### src/rtl/wm_input_conditioner.sv
// rtl/wm_input_conditioner.sv - synchronize and debounce washing-machine front-panel inputs
//
// Purpose: two-flop synchronizes every raw panel input, then debounces the
// start/pause button, the 2-bit mode selector (as one vector) and the door
// switch, each with its own counter, and turns the debounced button into
// single-cycle command pulses.
//
// Parameters:
//   DEBOUNCE_CYCLES   - consecutive mismatching synced samples before the
//                       debounced value follows (2..65535)
//   LONG_PRESS_CYCLES - debounced-high duration that counts as a long press
//                       (2..2^24-1); only used when WM_LONG_PRESS_EN is set
//
// Ports:
//   clk             in   system clock, rising edge
//   reset           in   asynchronous active-high reset
//   start_pause_raw in   raw start/pause button, 1 = pressed
//   mode_raw[1:0]   in   raw mode selector
//   door_raw        in   raw door switch
//   start_pause     out  single-cycle press pulse
//   mode_select     out  debounced mode
//   door_sensor     out  debounced door level
//   cancel          out  single-cycle long-press pulse (0 unless WM_LONG_PRESS_EN)
//
// Optional feature macro: WM_LONG_PRESS_EN
//   undefined: start_pause pulses one cycle after the debounced press; cancel = 0
//   defined:   cancel pulses on a long press; start_pause pulses one cycle after
//              the debounced release of a press that did not raise cancel

module wm_input_conditioner #(
  parameter int DEBOUNCE_CYCLES   = 16,
  parameter int LONG_PRESS_CYCLES = 1000
) (
  input  logic       clk,
  input  logic       reset,
  input  logic       start_pause_raw,
  input  logic [1:0] mode_raw,
  input  logic       door_raw,
  output logic       start_pause,
  output logic [1:0] mode_select,
  output logic       door_sensor,
  output logic       cancel
);

  localparam logic [15:0] DB_LAST = 16'(DEBOUNCE_CYCLES - 1);

  // Synchronizer vector layout: {button, mode[1:0], door}
  logic [3:0]  sync1_q, sync2_q;
  logic        btn_s, door_s;
  logic [1:0]  mode_s;

  logic        btn_db_q, btn_db_d;
  logic [1:0]  mode_db_q, mode_db_d;
  logic        door_db_q, door_db_d;
  logic [15:0] btn_cnt_q, btn_cnt_d;
  logic [15:0] mode_cnt_q, mode_cnt_d;
  logic [15:0] door_cnt_q, door_cnt_d;
  logic [1:0]  mode_prev_q;
  logic        btn_dly_q;
  logic        start_pause_q, start_pause_d;

  assign btn_s  = sync2_q[3];
  assign mode_s = sync2_q[2:1];
  assign door_s = sync2_q[0];

  always_comb begin
    btn_db_d   = btn_db_q;
    btn_cnt_d  = '0;
    mode_db_d  = mode_db_q;
    mode_cnt_d = '0;
    door_db_d  = door_db_q;
    door_cnt_d = '0;

    if (btn_s != btn_db_q) begin
      if (btn_cnt_q == DB_LAST) btn_db_d = btn_s;
      else                      btn_cnt_d = btn_cnt_q + 16'd1;
    end

    // A fresh synced mode value restarts the count at 1: that sample is the
    // first one of the new candidate, so a mid-count change costs full latency.
    if (mode_s != mode_db_q) begin
      if (mode_s != mode_prev_q)       mode_cnt_d = 16'd1;
      else if (mode_cnt_q == DB_LAST)  mode_db_d  = mode_s;
      else                             mode_cnt_d = mode_cnt_q + 16'd1;
    end

    if (door_s != door_db_q) begin
      if (door_cnt_q == DB_LAST) door_db_d = door_s;
      else                       door_cnt_d = door_cnt_q + 16'd1;
    end
  end

  always_ff @(posedge clk or posedge reset) begin
    if (reset) begin
      sync1_q       <= '0;
      sync2_q       <= '0;
      btn_db_q      <= 1'b0;
      mode_db_q     <= 2'b00;
      door_db_q     <= 1'b0;
      btn_cnt_q     <= '0;
      mode_cnt_q    <= '0;
      door_cnt_q    <= '0;
      mode_prev_q   <= 2'b00;
      btn_dly_q     <= 1'b0;
      start_pause_q <= 1'b0;
    end else begin
      sync1_q       <= {start_pause_raw, mode_raw, door_raw};
      sync2_q       <= sync1_q;
      btn_db_q      <= btn_db_d;
      mode_db_q     <= mode_db_d;
      door_db_q     <= door_db_d;
      btn_cnt_q     <= btn_cnt_d;
      mode_cnt_q    <= mode_cnt_d;
      door_cnt_q    <= door_cnt_d;
      mode_prev_q   <= mode_s;
      btn_dly_q     <= btn_db_q;
      start_pause_q <= start_pause_d;
    end
  end

`ifdef WM_LONG_PRESS_EN
  localparam logic [23:0] LP_MAX = 24'(LONG_PRESS_CYCLES);

  logic [23:0] press_cnt_q, press_cnt_d;
  logic        fired_q, fired_d;
  logic        cancel_q, cancel_d;

  always_comb begin
    press_cnt_d = '0;
    if (btn_db_d) begin
      press_cnt_d = (press_cnt_q == LP_MAX) ? press_cnt_q : press_cnt_q + 24'd1;
    end
    // Counter saturates at LP_MAX; fired_q keeps cancel to one pulse per press.
    cancel_d      = (press_cnt_q == LP_MAX) && !fired_q;
    // fired_q survives the falling edge so the release decision can still see it.
    fired_d       = btn_db_q ? (fired_q | cancel_d) : 1'b0;
    start_pause_d = btn_dly_q & ~btn_db_q & ~fired_q;
  end

  always_ff @(posedge clk or posedge reset) begin
    if (reset) begin
      press_cnt_q <= '0;
      fired_q     <= 1'b0;
      cancel_q    <= 1'b0;
    end else begin
      press_cnt_q <= press_cnt_d;
      fired_q     <= fired_d;
      cancel_q    <= cancel_d;
    end
  end

  assign cancel = cancel_q;
`else
  always_comb begin
    start_pause_d = btn_db_q & ~btn_dly_q;
  end

  assign cancel = 1'b0;
`endif

  assign start_pause = start_pause_q;
  assign mode_select = mode_db_q;
  assign door_sensor = door_db_q;

endmodule

### config.mk
export PLATFORM = sky130hd
export DESIGN_NAME = wm_input_conditioner
export DESIGN_NICKNAME = d
export VERILOG_FILES = /design/src/rtl/wm_input_conditioner.sv
export SDC_FILE = /design/constraint.sdc
export NUM_CORES = 1
export LEC_CHECK = 0
export ABC_AREA = 1
export BUFFER_PORTS_ARGS = -buffer_cell sky130_fd_sc_hd__clkbuf_2
export CAP_MARGIN = 20
export CORE_MARGIN = 3
export CORE_UTILIZATION = 30
export CTS_CLUSTER_SIZE = 14
export DETAILED_ROUTE_END_ITERATION = 6
export RECOVER_POWER = 25
export SYNTH_ARGS = -nofsm -noshare
export SYNTH_HDL_FRONTEND = slang
export SYNTH_SLANG_ARGS = --single-unit
### constraint.sdc
create_clock -name clk -period 2 [get_ports clk]
set_input_delay 0.1 -clock clk [delete_from_list [all_inputs] [get_ports clk]]
set_output_delay 0.1 -clock clk [all_outputs]
set_load 0.03 [all_outputs]
==> results_dict.tcl, run 1 <==
set metrics [dict create \
    status "complete, no violations" \
    post-synth-top-area-fraction_pct 48.4 \
    power_frac_seq_pct 46.6 \
    fin_nets 457 \
    ys_top_cells_by_area "dfrtp_1, nand2_1, nor2_1" \
    cts_tree "built" \
    cp.required_ns 2.22 \
    finalInstanceArea_um2 3830 \
    antenna_left 0 \
    grt_pass1_vias 2549 \
    fp.coreArea_um2 10500 \
    area_growth_syn_to_layout_pct 15.8 \
    path_max_fanout 7 \
    met2_length_mm 3.02 \
    overflow 0 \
    hold_buffers 5 \
    drtPass1Iterations 4 \
    place_ws_ns 0.524 \
    leakagePower_nw 1.68 \
    finalHoldViolCount 0 \
    slowest_stage "dfrtp_1" \
    fin_crit_sh_pct 74.8 \
    setup_tns_ns 0 \
    drive_gt1_share_pct 12.4 \
    arrival_ns 1.72 \
    syn-cell-area_um2 3310 \
    pwr-share-clk_pct 48.9 \
    max_stage_delay_ns 0.38 \
    drv_slew 0 \
    h-tree-depth 3 \
    cp-end-kind "flip-flop" \
    place_congestion 0.799 \
    synth_nets 434 \
    yosysMostFrequentCell "nand2_1" \
    synth_cell_types 27 \
    cts_sinks 64 \
    rsz0062_at_grt "no" \
    clockBufferDepth 2 \
    critPathBufInv 1 \
    die_area_um2 12300 \
    dr_wl_met3_um 179 \
    viasPerCell 4.47 \
    ff2ff_path_depth 8 \
    cts_resized 0 \
    p_switching_w 0.000637 \
    drt_iter0_drc 179 \
    die_w_um 111 \
    yosys.area.top_type "dfrtp_1" \
    drc 0 \
    finalClockSkew_ns 0.0128 \
    hp-class "reg2reg" \
    yosysWarningCount 0 \
    yosysSeqAreaShare_pct 48.4 \
    n_antenna_cell 0 \
    io_pins 11 \
    netlist_instances 425 \
    path_cells "ha_1, nand2_1, nor2_2, nand3_1, nor2_4, nor2_8, inv_4, nor2_2" \
    grt_pass1_wl_mm 11.1 \
    r2r_slack_ns 0.50 \
    combPwrFrac_pct 4.6 \
    p_int_w 0.00223 \
    synth-edff-count 0 \
    routed_wirelength_mm 6.23 \
    m1WireLength_mm 2.93 \
    p_total_w 0.00287 \
    initial_core_util_pct 31.5 \
    cpMostUsedCell "nor2_2" \
    top_layer "met4" \
    fin_crit_ns 1.50 \
    cts_setup_buffers 0 \
    finalWorstSetupSlack_ns 0.505 \
    clock.fmax_mhz 669 \
    async_flop_share_pct 100 \
    swShare_pct 22.2 \
    die_h_um 111 \
    holdPathStages 0 \
    p_per_area_nw_per_um2 748 \
    dp_cells 568 \
    cap_violations 0 \
    num_rows 37 \
    cts_buffers 9 \
    numPortBuffers 9 \
    cp-start-kind "flip-flop" \
    final_cells 589 \
    path_clk_slew_ns 0.08 \
    cp.depth 8 \
    ys_ff_latch 64 \
    wl_per_cell_um 10.6 \
    avgSynthCellArea_um2 7.79 \
    vias 2632 \
    crit_family "simple AND/OR/NAND/NOR gates" \
    synth_top_flop_cell "dfrtp_1" \
    grt_usage_pct 10.7 \
    cts_root_buf "clkbuf_8" \
    grt_max_degree 65 \
    antenna_found_initial 0 \
    setup_viol 0 \
    clk_latency_ns 0.34 \
    synth_commonest_cells "nand2_1, nor2_1, dfrtp_1" \
    detailed_place.area_um2 3530 \
    hpwlAfterDp_mm 4.40 \
    vdd_drop_max_uv 564 \
    path_class "reg2reg" \
]
-- worst paths after layout --
kind,start,to
worst max-delay path,mode_cnt_q[0]$_DFF_PP0_,mode_cnt_q[3]$_DFF_PP0_
worst min-delay path,sync1_q[0]$_DFF_PP0_,sync2_q[0]$_DFF_PP0_
worst max register to register,mode_cnt_q[0]$_DFF_PP0_,mode_cnt_q[3]$_DFF_PP0_
worst min register to register,sync1_q[0]$_DFF_PP0_,sync2_q[0]$_DFF_PP0_
max in group asynchronous,reset,sync1_q[3]$_DFF_PP0_
min in group asynchronous,reset,btn_cnt_q[10]$_DFF_PP0_
-- worst register-to-register path, delay by kind of cell (launching register included) --
kind                     cells  cell delay [ns]
adder cells (fa/ha/maj)      1             0.21
flip-flops                   1             0.38
buffers and inverters        1             0.10
AND/OR/NAND/NOR              6             0.69
-- cells in the final DEF (no fill, tap or decap), types with 5 or more instances in the layout --
| cell type | count |
|---|---|
| inv_2 | 7 |
| nor2_1 | 88 |
| nor2_2 | 9 |
| dlygate4sd3_1 | 5 |
| dfrtp_1 | 64 |
| nand4_1 | 12 |
| clkbuf_8 | 10 |
| a21oi_1 | 8 |
| clkbuf_2 | 9 |
| inv_1 | 46 |
| nand3_1 | 34 |
| nand2_1 | 101 |
| nor3_2 | 6 |
| xor2_1 | 14 |
| nor3_1 | 12 |
-- registers in the layout, indices dropped and copies added (netlist names) --
signal       cells
door_sensor      1
door_cnt_q      16
start_pause      1
btn_db_q         1
mode_select      2
btn_cnt_q       16
btn_dly_q        1
sync2_q          4
mode_prev_q      2
sync1_q          4
mode_cnt_q      16
-- layout make-up --
type | count | area [µm²]
fill | 1072 | 6680
sequential | 64 | 1600
multi-input combinational | 304 | 1490
inverter | 54 | 205
tap | 136 | 170
clock buffer | 10 | 138
clock inverter | 6 | 115
timing repair buffer | 15 | 115
-- kinds of logic after synthesis --
logic type      count (synthesis)  share of synthesized area [%]
other cells                     1                          0.113
fa+ha+maj                       3                           1.13
buf+inv                        57                           6.65
flops                          64                           48.4
compound gates                 14                           2.38
simple gates                  269                           36.8
xor+xnor                       17                           4.50
-- power groups by stage --
stage | Sequential, W | Combinational, W | Clock, W
floorplan | 0.00136 | 0.0000989 | 0
detailed placement | 0.00136 | 0.000128 | 0
global placement | 0.00136 | 0.000126 | 0
global route | 0.00134 | 0.000151 | 0.00149
CTS | 0.00134 | 0.000136 | 0.00144
finish | 0.00134 | 0.000131 | 0.00140
-- metrics by stage --
step	util, %	hold slack (ns)
after floorplan	-	0.131
after global placement	33.6	0.179
after detailed placement	33.6	0.181
after CTS	36.5	0.357
after global routing	36.5	0.373
final	36.5	0.351
-- per-layer routing --
layer / vias to the layer above / track usage [%]
li1: 1377 / -
met1: 1209 / 13.2
met2: 36 / 18.2
met3: 10 / 1.91
met4: 0 / 5.11
met5: - / 0
No activity file was read; power rests on OpenSTA's default activity.
==> run 2: changes to the inputs <==
ABC_AREA = 0   (was 1)
clock period = 1.3 ns   (was 2 ns; I/O delays follow)
==> results_dict.tcl, run 2 <==
set metrics [dict create \
    drc 0 \
    fin_nets 392 \
    drtPass1Iterations 4 \
    clockBufferDepth 2 \
    multi_input_area_um2 1700 \
    finalHoldViolCount 0 \
    whs_ns 0.340 \
    overflow 0 \
    ys_ff_latch 64 \
    dr_wl_met3_um 146 \
    synth_commonest_cells "dfrtp_1, nor2_1, xnor2_1" \
    hpwlAfterDp_mm 4.01 \
    async_flop_share_pct 100 \
    clock.fmax_mhz 650 \
    p_per_area_nw_per_um2 943 \
    vias 2375 \
    status "finished with violations" \
    io_pins 11 \
    vdd_drop_max_uv 723 \
    timing.rr.start "mode_cnt_q[12]$_DFF_PP0_" \
    fin_crit_ns 1.54 \
    top_layer "met4" \
    initial_core_util_pct 31.2 \
    path_clk_slew_ns 0.07 \
    cts_tree "built" \
    synth_cell_types 31 \
    syn-cell-area_um2 2890 \
    num_rows 35 \
    antenna_left 0 \
    place_congestion 0.810 \
    holdPathStages 0 \
    dp_cells 476 \
    top_regs "btn_cnt_q (16), door_cnt_q (16), mode_cnt_q (16)" \
    fin_crit_sh_pct 118 \
    synth_nets 283 \
    finalClockSkew_ns 0.00907 \
    synthMuxAreaShare_pct 1.56 \
    path_class "reg2reg" \
    yosys.area_share.simple_pct 23.3 \
    yosysMostFrequentCell "dfrtp_1" \
    grt_usage_pct 12.2 \
    r2r-end "mode_cnt_q[14]$_DFF_PP0_" \
    clk_latency_ns 0.34 \
    finalInstanceArea_um2 4580 \
    layout_commonest_cell "buf_4" \
    rsz0062_at_grt "yes" \
    yosys.area.top_type "dfrtp_1" \
    viasPerCell 4.59 \
    final_cells 517 \
    numPortBuffers 9 \
    h-tree-depth 3 \
    n_antenna_cell 0 \
    synth_top_flop_cell "dfrtp_1" \
    cts_sinks 64 \
    cts_root_buf "clkbuf_8" \
    path_max_fanout 6 \
    die_area_um2 10900 \
    ys_top_cells_by_area "dfrtp_1, xnor2_1, nor2_1" \
    min_delay_worst_endpoint "sync2_q[0]$_DFF_PP0_" \
    grt_max_degree 41 \
    drv_slew 0 \
    antenna_found_initial 0 \
    place_ws_ns -0.309 \
    arrival_ns 1.76 \
    die_h_um 104 \
    synth_xor_xnor_area_share_pct 14.5 \
    avgSynthCellArea_um2 10.6 \
    ff2ff_path_depth 6 \
    violations "setup timing" \
    cp.required_ns 1.52 \
    setup_viol 49 \
    cap_violations 0 \
    drt_iter0_drc 147 \
    routed_wirelength_mm 6.70 \
    hp-start "sync1_q[0]$_DFF_PP0_" \
    detailed_place.area_um2 3680 \
    yosysSeqAreaShare_pct 55.4 \
    final_cell_mix "buf_4, dfrtp_1, xnor2_1" \
    area_growth_syn_to_layout_pct 58.4 \
    synth_compound_area_share_pct 1.64 \
    post-synth-top-area-fraction_pct 55.4 \
    netlist_instances 274 \
    cp-end-kind "flip-flop" \
    r2r_slack_ns -0.24 \
    synth_top_family_by_area "simple AND/OR/NAND/NOR gates" \
    regArea_um2 1610 \
    grt_pass1_wl_mm 10.8 \
    cp-start-kind "flip-flop" \
    hp-class "reg2reg" \
    wl_per_cell_um 13.0 \
    synth-edff-count 0 \
    fp.coreArea_um2 9280 \
    leakagePower_nw 1.90 \
    n_fill_cell 837 \
    relSlewSlack_pct 45.8 \
    met2_length_mm 3.59 \
    cts_buffers 9 \
    die_w_um 104 \
    synth_fa_ha_area_share_pct 1.30 \
    grt_pass1_vias 2403 \
    tightest_slew_ns 0.808 \
    m1WireLength_mm 2.89 \
    yosysWarningCount 0 \
    finalWorstSetupSlack_ns -0.238 \
    drive_gt1_share_pct 53.4 \
]
run 2: cell types whose count changed after synthesis, moves of 9 or more:
cell,change
nand2_1,-88
nor2_1,-39
inv_1,-35
xnor2_1,+33
nand3_1,-23
nor4_1,+20
nor2_2,-9
run 2: report_power, final:
part           total (W)  internal, W  switching [W]
sequential       0.00206      0.00203      0.0000297
combinational   0.000345     0.000162       0.000183
clock            0.00192      0.00113       0.000786
run 2: layout make-up:
cell class | instances | area share, %
multi-input combinational | 195 | 37.2
sequential | 64 | 35.1
timing repair buffer | 102 | 18.5
tap | 129 | 3.52
clock buffer | 11 | 3.09
clock inverter | 5 | 1.75
inverter | 11 | 0.928
run 2: through the flow:
stage	setup TNS (ns)	power [W]	utilization [%]
after floorplan	-3.36	0.00222	-
after global placement	-7.17	0.00233	39.6
after detailed placement	-7.02	0.00234	39.6
after CTS	-6.18	0.00430	45.1
after global routing	-10.79	0.00449	49.4
final	-7.18	0.00432	49.4
run 2: worst max-delay path, stage by stage, from the launching register on:
cell	delay, ns
dfrtp_1	0.40
nor4_4	0.30
nand4b_1	0.20
buf_4	0.20
nand2b_4	0.11
buf_12	0.15
nor2_2	0.05
run 2: repair_timing:
| item | in CTS | in global routing |
|---|---|---|
| endpoints found under the hold margin | 20 | 0 |
| resized for setup | 24 | 83 |
| cloned | 1 | 1 |
| endpoints found under the setup margin | 50 | 51 |
| setup buffers | 11 | 9 |
| hold buffers | 5 | 0 |
| pin swaps | 27 | 34 |
run 2: cell families (layout without fill, tap and decap cells):
family	Yosys count	in the layout
simple gates	132	132
flops	64	64
xor+xnor	48	48
buf+inv	15	129
compound gates	7	7
mux	4	4
fa+ha+maj	3	3
other cells	1	1
run 2: worst max path at each step:
stage                     slack [ns]                        from  cells after the start                    endpoint
after global routing           -0.31    mode_cnt_q[12]$_DFF_PP0_                      6     mode_cnt_q[5]$_DFF_PP0_
after global placement         -0.29    mode_cnt_q[12]$_DFF_PP0_                      4  mode_select[0]$_DFFE_PP0P_
after detailed placement       -0.31    mode_cnt_q[12]$_DFF_PP0_                      4  mode_select[1]$_DFFE_PP0P_
final                          -0.24    mode_cnt_q[12]$_DFF_PP0_                      6    mode_cnt_q[14]$_DFF_PP0_
after floorplan                -0.22  mode_select[0]$_DFFE_PP0P_                      4  mode_select[0]$_DFFE_PP0P_
after CTS                      -0.23    mode_cnt_q[12]$_DFF_PP0_                      4  mode_select[1]$_DFFE_PP0P_
run 2: metal layers:
| metal | up-vias | global-route usage, % |
|---|---|---|
| met5 | - | 0 |
| met4 | 0 | 5.32 |
| met3 | 8 | 2.79 |
| met2 | 32 | 20.8 |
| met1 | 1172 | 14.9 |
| li1 | 1163 | - |
==> run 3: changes to the inputs <==
clock period = 1.5 ns   (was 1.3 ns; I/O delays follow)
==> results_dict.tcl, run 3 (synthesized netlist as in run 2, its figures left out) <==
set metrics [dict create \
    status "finished with violations" \
    clockBufferDepth 2 \
    num_rows 35 \
    place_congestion 0.799 \
    finalInstanceArea_um2 4050 \
    place_ws_ns -0.0967 \
    cts_root_buf "clkbuf_8" \
    die_w_um 104 \
    drc 0 \
    critPathBufInv 0 \
    detailed_place.area_um2 3450 \
    drt_iter0_drc 92 \
    overflow 0 \
    cap_violations 0 \
    fin_crit_ns 1.55 \
    violations "setup timing" \
    cts_buffers 9 \
    min_delay_worst_endpoint "sync2_q[0]$_DFF_PP0_" \
    initial_core_util_pct 31.2 \
    rsz0062_at_grt "yes" \
    wl_per_cell_um 12.1 \
    holdPathStages 0 \
    finalClockSkew_ns 0.00947 \
    r2r_slack_ns -0.05 \
    p_switching_w 0.000848 \
    clk_latency_ns 0.34 \
    numPortBuffers 9 \
    area_growth_syn_to_layout_pct 39.8 \
    n_antenna_cell 0 \
    drtPass1Iterations 4 \
    io_pins 11 \
    post-route-util_pct 43.6 \
    clock.fmax_mhz 647 \
    setup_tns_ns -0.333 \
    fin_crit_sh_pct 103 \
    grt_pass1_vias 2156 \
    drive_gt1_share_pct 38.2 \
    vias 2171 \
    grt_pass1_wl_mm 9.59 \
    timing.rr.start "mode_cnt_q[13]$_DFF_PP0_" \
    hp-class "reg2reg" \
    r2r-end "mode_select[0]$_DFFE_PP0P_" \
    hpwlAfterDp_mm 3.74 \
    cp-end-kind "flip-flop" \
    cts_tree "built" \
    finalHoldViolCount 0 \
    relSlewSlack_pct 28.0 \
    path_clk_slew_ns 0.07 \
    antenna_found_initial 0 \
    grt_usage_pct 10.6 \
    die_h_um 104 \
    final_cell_mix "dfrtp_1, buf_4, xnor2_1" \
    grt_max_degree 27 \
    power_frac_seq_pct 51.3 \
    combPwrFrac_pct 7.0 \
    cts_sinks 64 \
    die_area_um2 10900 \
    vdd_drop_max_uv 774 \
    swShare_pct 24.4 \
    pwr-share-clk_pct 41.7 \
    ff2ff_path_depth 4 \
    n_fill_cell 906 \
    layout_commonest_cell "dfrtp_1" \
    cp-start-kind "flip-flop" \
    fin_nets 355 \
    slowest_stage "dfrtp_1" \
    regArea_um2 1610 \
    antenna_left 0 \
    path_max_fanout 3 \
    p_int_w 0.00263 \
    setup_viol 16 \
    drv_slew 0 \
    viasPerCell 4.52 \
    path_class "reg2reg" \
    tightest_slew_ns 1.07 \
    arrival_ns 1.76 \
    crit_family "simple AND/OR/NAND/NOR gates" \
    multi_input_area_um2 1500 \
    hp-start "sync1_q[0]$_DFF_PP0_" \
    fp.coreArea_um2 9280 \
    path_cells "nor4_2, nand4b_1, nor2_2, mux2_2" \
    h-tree-depth 3 \
    top_regs "btn_cnt_q (16), door_cnt_q (16), mode_cnt_q (16)" \
    p_per_area_nw_per_um2 860 \
    max_stage_delay_ns 0.41 \
    routed_wirelength_mm 5.81 \
    finalWorstSetupSlack_ns -0.0465 \
    leakagePower_nw 1.62 \
    cp.required_ns 1.72 \
]
[run 3: cell count changes in the layout (fill, tap and decap cells not counted), moves of 4 or more]
cell and delta:
buf_4 -33, nor2_4 -6, nor4_2 -4, nor4_1 +6, nor2_1 +26, nor2_2 -20
[run 3: power by group through the flow]
stage                     clock, W  sequential (W)  combinational [W]
after global placement           0         0.00181           0.000194
after global routing       0.00157         0.00179           0.000274
after detailed placement         0         0.00181           0.000195
after floorplan                  0         0.00182           0.000103
final                      0.00145         0.00179           0.000245
after CTS                  0.00149         0.00178           0.000208
[run 3: per-stage QoR]
stage	std cells	power [W]	hold slack [ns]
final	480	0.00348	0.354
after global routing	480	0.00364	0.365
after CTS	472	0.00348	0.324
after detailed placement	450	0.00201	0.137
after global placement	450	0.00201	0.140
after floorplan	274	0.00192	0.106
[run 3: worst register-to-register path, cell delays in order, from the launching register on]
cell,delay [ns]
dfrtp_1,0.41
nor4_2,0.30
nand4b_1,0.21
nor2_2,0.17
mux2_2,0.35
[run 3: repair_timing]
item | in CTS | in global routing
pin swaps | 1 | 24
cloned | 0 | 1
setup endpoints to repair | 3 | 48
resized for setup | 4 | 56
endpoints found under the hold margin | 26 | 0
hold buffers | 5 | 0
setup buffers | 1 | 7
[run 3: cell type report]
cell class | instances | share of cell area, %
multi-input cells | 195 | 37.1
flip-flops and latches | 64 | 39.8
clock buffers | 9 | 3.06
inverters | 11 | 1.05
repair buffers | 65 | 13.2
clock inverters | 7 | 1.79
well taps | 129 | 3.99
[run 3: worst max path at each step]
stage / start / endpoint / slack [ns] / cells past startpoint
final: mode_cnt_q[13]$_DFF_PP0_ / mode_select[0]$_DFFE_PP0P_ / -0.05 / 4
after global routing: mode_cnt_q[9]$_DFF_PP0_ / mode_cnt_q[14]$_DFF_PP0_ / -0.13 / 6
after CTS: mode_cnt_q[12]$_DFF_PP0_ / mode_select[0]$_DFFE_PP0P_ / -0.04 / 4
after detailed placement: mode_cnt_q[12]$_DFF_PP0_ / mode_select[0]$_DFFE_PP0P_ / -0.1 / 4
after global placement: mode_cnt_q[12]$_DFF_PP0_ / mode_select[1]$_DFFE_PP0P_ / -0.06 / 4
after floorplan: mode_select[0]$_DFFE_PP0P_ / mode_select[0]$_DFFE_PP0P_ / -0.02 / 4
[run 3: per-layer routing]
layer / track usage (%) / wire length (µm) / up-vias
li1: - / - / 1085
met1: 14.4 / 2820 / 1058
met2: 16.5 / 2790 / 20
met3: 2.05 / 115 / 8
met4: 4.56 / 81 / 0
met5: 0 / 0 / -
